**src/rtl/fifo_stream_drain.sv**
```systemverilog
// Read-side drain for a synchronous FIFO: absorbs the one-cycle read latency in a
// 3-entry prefetch buffer and frames beats into packets. Define BEAT_CNT_EN for beat_count.
module fifo_stream_drain #(
  parameter int DATA_W  = 8,
  parameter int PKT_LEN = 4,
  parameter int CNT_W   = 16
) (
  input  logic              clk,
  input  logic              rst,
  input  logic              fifo_empty,
  output logic              fifo_rd_en,
  input  logic [DATA_W-1:0] fifo_data,
  output logic [DATA_W-1:0] m_data,
  output logic              m_valid,
  input  logic              m_ready,
  output logic              m_last
`ifdef BEAT_CNT_EN
  ,
  output logic [CNT_W-1:0]  beat_count
`endif
);

  localparam logic [CNT_W-1:0] LAST_IDX = CNT_W'(PKT_LEN - 1);

  logic [DATA_W-1:0] buf_q [3];
  logic [DATA_W-1:0] buf_d [3];
  logic [1:0]        wr_ptr_q, wr_ptr_d;
  logic [1:0]        rd_ptr_q, rd_ptr_d;
  logic [1:0]        occ_q, occ_d;
  logic              inflight_q, inflight_d;
  logic [CNT_W-1:0]  idx_q, idx_d;
  logic              push;
  logic              pop;

  function automatic logic [1:0] next_ptr(input logic [1:0] p);
    return (p == 2'd2) ? 2'd0 : p + 2'd1;
  endfunction

  // The issue decision ignores a same-cycle pop so m_ready never reaches fifo_rd_en.
  assign fifo_rd_en = rst & ~fifo_empty & (({1'b0, occ_q} + {2'b00, inflight_q}) < 3'd3);

  assign m_valid = (occ_q != 2'd0);
  assign m_data  = buf_q[rd_ptr_q];
  assign m_last  = m_valid & (idx_q == LAST_IDX);

  always_comb begin
    push       = inflight_q;
    pop        = m_valid & m_ready;
    buf_d      = buf_q;
    wr_ptr_d   = wr_ptr_q;
    rd_ptr_d   = rd_ptr_q;
    occ_d      = occ_q;
    idx_d      = idx_q;
    inflight_d = fifo_rd_en;

    if (push) begin
      buf_d[wr_ptr_q] = fifo_data;
      wr_ptr_d        = next_ptr(wr_ptr_q);
    end
    if (pop) begin
      rd_ptr_d = next_ptr(rd_ptr_q);
      idx_d    = (idx_q == LAST_IDX) ? '0 : idx_q + CNT_W'(1);
    end
    unique case ({push, pop})
      2'b10:   occ_d = occ_q + 2'd1;
      2'b01:   occ_d = occ_q - 2'd1;
      default: occ_d = occ_q;
    endcase
  end

  always_ff @(posedge clk) begin
    if (!rst) begin
      buf_q      <= '{default: '0};
      wr_ptr_q   <= '0;
      rd_ptr_q   <= '0;
      occ_q      <= '0;
      inflight_q <= 1'b0;
      idx_q      <= '0;
    end else begin
      buf_q      <= buf_d;
      wr_ptr_q   <= wr_ptr_d;
      rd_ptr_q   <= rd_ptr_d;
      occ_q      <= occ_d;
      inflight_q <= inflight_d;
      idx_q      <= idx_d;
    end
  end

`ifdef BEAT_CNT_EN
  logic [CNT_W-1:0] beat_cnt_q, beat_cnt_d;

  always_comb begin
    beat_cnt_d = beat_cnt_q;
    if (pop) beat_cnt_d = beat_cnt_q + CNT_W'(1);
  end

  always_ff @(posedge clk) begin
    if (!rst) beat_cnt_q <= '0;
    else      beat_cnt_q <= beat_cnt_d;
  end

  assign beat_count = beat_cnt_q;
`endif

endmodule
```
**config.mk**
```make
export PLATFORM = sky130hd
export DESIGN_NAME = fifo_stream_drain
export DESIGN_NICKNAME = d
export VERILOG_FILES = /design/src/rtl/fifo_stream_drain.sv
export SDC_FILE = /design/constraint.sdc
export NUM_CORES = 1
export LEC_CHECK = 0
export ABC_AREA = 0
export CAP_MARGIN = 15
export CORE_ASPECT_RATIO = 0.75
export CORE_MARGIN = 2
export CORE_UTILIZATION = 35
export DETAILED_ROUTE_END_ITERATION = 8
export MAX_ROUTING_LAYER = met4
export PLACE_DENSITY = 0.61
export SYNTH_ARGS = -nofsm -noshare
export SYNTH_HDL_FRONTEND = slang
export SYNTH_SLANG_ARGS = --single-unit
```
**constraint.sdc**
```tcl
create_clock -name clk -period 2.5 [get_ports clk]
set_input_delay 0.5 -clock clk [delete_from_list [all_inputs] [get_ports clk]]
set_output_delay 0.5 -clock clk [all_outputs]
set_load 0.01 [all_outputs]
```
======== Word level (Yosys, flattened, before mapping) ========
Index checks and enable logic that the tools add are counted.
Widths: inputs -> output; s select.
word-level totals
  flip-flop bits (word level) ............. 47
  bits in latches ......................... 0
  memory bits (writable) .................. 0
  memory bits (read-only) ................. 0
  output and inout bits ................... 11
  word-level logic and storage cells ...... 43
  memories ................................ 0
operators by class
  add/sub/neg operators ................... 6
  multiply operators ...................... 0
  div/mod/pow operators ................... 0
  order comparisons ....................... 4
  eq/ne operators ......................... 5
  shift-type cells ........................ 0
  mux-type cells .......................... 10
  bitwise operators ....................... 7
  reduce and logical (&&, ||, !) cells .... 3
operators by type and width
  cell                   number
  $bwmux 24              1
  $mux 8                 3
  $add 16x1->16 const B  1
  $bmux 8 s2             1
  $demux 8 s2            1
  $eq 16x2->1 const B    1
  $mux 16                1
  $add 2x1->2 const B    3
  $eq 2x2->1 const B     3
  $ge 3x3->1 const B     2
  $not 2->3              2
  $and 1x1->1            4
  $mux 2                 2
  $pmux 2 s2             1
  $reduce_bool 2->1      2
  $add 2x1->3            1
  $lt 3x1->1 const B     1
  $lt 3x2->1 const B     1
  $eq 2x1->1 const B     1
  $sub 2x1->2 const B    1
  $logic_and 1x1->1      1
  $not 1->1              1

======== Longest topological paths before layout ========
  depth after elaboration ................. 6
  mapped depth ............................ 7
  mapped depth without buffers ............ 6

======== Worst setup path after synthesis ========
Ideal clock, no wire load.
  kind .................................... register -> output
  from .................................... reg occ_q[0]
  to ...................................... out fifo_rd_en
  data arrival time ....................... 1.573 ns
  required time ........................... 2.000 ns
  setup slack ............................. 0.427 ns
  cell stages (with the launch flop) ...... 4
  cell sequence ........................... dfxtp_1 ha_1 ha_1 a2111oi_0
on the way
  word-level cells in the longest chain between the ends .. 3
ends and longest elaborated chain
  item                      line  text
  start: declaration        29    logic [1:0] occ_q, occ_d;
  start signal: assignment  76    occ_q <= '0;
  start signal: assignment  83    occ_q <= occ_d;
  $add 2x1->3               40    assign fifo_rd_en = rst & ~fifo_empty & (({1'b0, occ_q} + {2'b00, inflight_q}) < 3'd3);
  $lt 3x2->1                40
  $and 1x1->1               40
  end: declaration          11    output logic fifo_rd_en,
Every way passes these cells.

======== Worst setup path in the final report ========
  from .................................... reg idx_q[0]
  to ...................................... out m_last
on the way
  word-level cells in the longest chain between the ends .. 2
ends and longest elaborated chain
  item                      line  text
  start: declaration        31    logic [CNT_W-1:0] idx_q, idx_d;
  start signal: assignment  85    idx_q <= idx_d;
  $eq 16x2->1               44    assign m_last = m_valid & (idx_q == LAST_IDX);
  $and 1x1->1               44
  end: declaration          16    output logic m_last
Every way passes these cells.

==> impl_metrics.toml <==
[placed_design]
gp_congestion = 0.773
dpl_cell_area_mm2 = 0.00252
port_buffers = 22
hpwl_um = 3050
dpl.cell_count = 331

[setup_path]
startpoint_type = "flip-flop"
path_class = "reg -> out"
cp.required_ps = 2000
arrival_ps = 1900
r2r_setup_slack_ps = 740
reg2reg_depth = 7
path_max_fanout = 4
critPathCaptureType = "output port"

[grt]
grt.total_usage_pct = 14.1
grt_max_degree = 32
antenna_found_initial = 0
grt_pass1_vias = 1592
grt_overflow = 0
grt_pass1_wl_um = 7450

[floorplanning]
die_w_um = 94.8
core_mm2 = 0.00589
fp.dieArea_mm2 = 0.00683
rows = 24
start_util_pct = 36.7
die_h_um = 72.1
pin_count = 23

[run_status]
status = "complete, no violations"

[detailed_routing]
wl_per_cell_um = 12.6
viasPerCell = 4.91
drtIter0Drc = 63
first_pass_iters = 4
routed_wl_um = 4290
drc = 0
via_count = 1669
ant_nets = 0

[final_layout]
multi_input_area_mm2 = 0.00115
fin_area_mm2 = 0.00265
area_growth_pct = 22.7
final_nets = 277
fillCellCount = 590
final_cells = 340
post-route-util_pct = 45.1
diodes = 0
drive_above_1_share_pct = 14.1
seq_area_um2 = 943

[synthesis]
synth_xor_xnor_area_share_pct = 5.67
yosysTopAreaCellShare_pct = 43.5
synth.net_count = 245
ys_warn_count = 0
synth_top_family_by_area = "simple AND/OR/NAND/NOR gates"
synthFlopType = "dfxtp_1"
synth_cell_types = 31
yosys.area.top_type = "dfxtp_1"
yosysMostFrequentCell = "dfxtp_1"
synth_area_mm2 = 0.00216
synth_edf_count = 0
synth_adder_area_share_pct = 2.31
yosys.area_share.simple_pct = 21.6
seq_area_frac_synth_pct = 43.5
yosys-top-cells-area = "dfxtp_1 (44%), mux2i_1 (15%), nor2_1 (6.9%)"
ys_seq_elements = 47
syn_avg_cell_area_um2 = 9.44
syn-instance-count = 229
synth_compound_area_share_pct = 8.28
async_flop_share_pct = 0
synth.top_cells.by_count = "dfxtp_1 (47), nor2_1 (40), mux2i_1 (32)"
synth_mux_area_share_pct = 14.8

[timing]
whs_ps = 501
setup_viol = 0
skew_ps = 7.03
tns_ps = 0
final_hold_viol_count = 0
slew_viol_final = 0
worst_slew_margin_rel_pct = 58.9
period_minus_slack_ps = 2400
max_freq_ghz = 0.417
finalCritPeriodShare_pct = 96.0
worst_pin_slew_ps = 615

[power]
p_per_area_mw_per_mm2 = 701
irDropWorstVdd_mv = 0.286
p_leak_nw = 1.07

[clocking]
worst_skew_pair.late_latency_ps = 290
cts_tree = "yes"
path_clk_slew_ps = 80
cts_root_buf = "clkbuf_8"
cts.sinks = 47
cts_buffers = 5
cts_buffer_depth = 2
h-tree-depth = 2

[run]
cap_viol_max_count = 0

[hold_path]
hp-class = "reg -> reg"
hold_depth = 2
==> placed cells by master, fill, tap and decap left out, types with 4 or more instances in the layout <==
cell,n
nand4_1,7
dfxtp_1,45
o21ai_0,8
xnor2_1,11
nand2_1,15
clkdlybuf4s50_1,21
mux2i_1,32
nor2_1,40
buf_4,13
clkbuf_8,6
nor3_1,6
inv_1,8
nor4_4,4
a21oi_1,9
==> metrics by stage <==
stage                     setup slack, ps  total power, mW
after floorplan                       427             1.13
after global placement               -107             1.30
after detailed placement            -30.1             1.31
after CTS                            21.8             1.89
after global routing                -8.07             1.96
final                                 101             1.86
==> repair_timing <==
| item | in CTS | in global routing |
|---|---|---|
| setup endpoints to repair | 2 | 1 |
| resized for setup | 4 | 1 |
| setup buffers | 0 | 1 |
| pin swaps | 1 | 1 |
| hold buffers | 0 | 0 |
==> worst paths after layout <==
kind / end / startpoint
worst max-delay path: m_last / idx_q[0]$_SDFFE_PN0P_
worst max register to register: idx_q[0]$_SDFFE_PN0P_ / idx_q[0]$_SDFFE_PN0P_
worst min-delay path: buf_q[13]$_SDFFE_PN0P_ / buf_q[13]$_SDFFE_PN0P_
worst min register to register: buf_q[13]$_SDFFE_PN0P_ / buf_q[13]$_SDFFE_PN0P_
==> registers in the layout (all words and copies together), names as in the netlist <==
name	cells
buf_q	24
idx_q	16
occ_q	2
rd_ptr_q	2
wr_ptr_q	2
inflight_q	1
==> kinds of logic after synthesis <==
family,count (synthesis)
AOI/OAI and AO/OA,26
xor gates and xnor gates,14
adders and majority gates,4
buffers and inverters,18
DFF,47
muxes,32
and+or+nand+nor,88
==> worst max-delay path, stage by stage (launching register included) <==
cell,delay (ps)
dfxtp_2,390
ha_2,220
nor4b_2,190
nand4_1,140
nor2b_1,130
clkdlybuf4s50_1,530
==> layer usage <==
layer	routed length, um	up-vias	track usage, %
li1	-	860	-
met1	2210	781	20.0
met2	1920	23	20.1
met3	125	5	2.91
met4	44	0	4.83
met5	0	-	-
==> where the power goes <==
part	internal (mW)	switching, mW
clock	0.324	0.250
combinational	0.225	0.231
sequential	0.796	0.0338
==> area by class of cell <==
class	instances	share of cell area, %
Multi-Input combinational cell	164	43.3
Sequential cell	47	35.5
Timing Repair Buffer	35	11.9
Tap cell	78	3.68
Clock buffer	6	3.11
Clock inverter	2	1.32
Inverter	8	1.13
(Power assumes the default switching activity.)
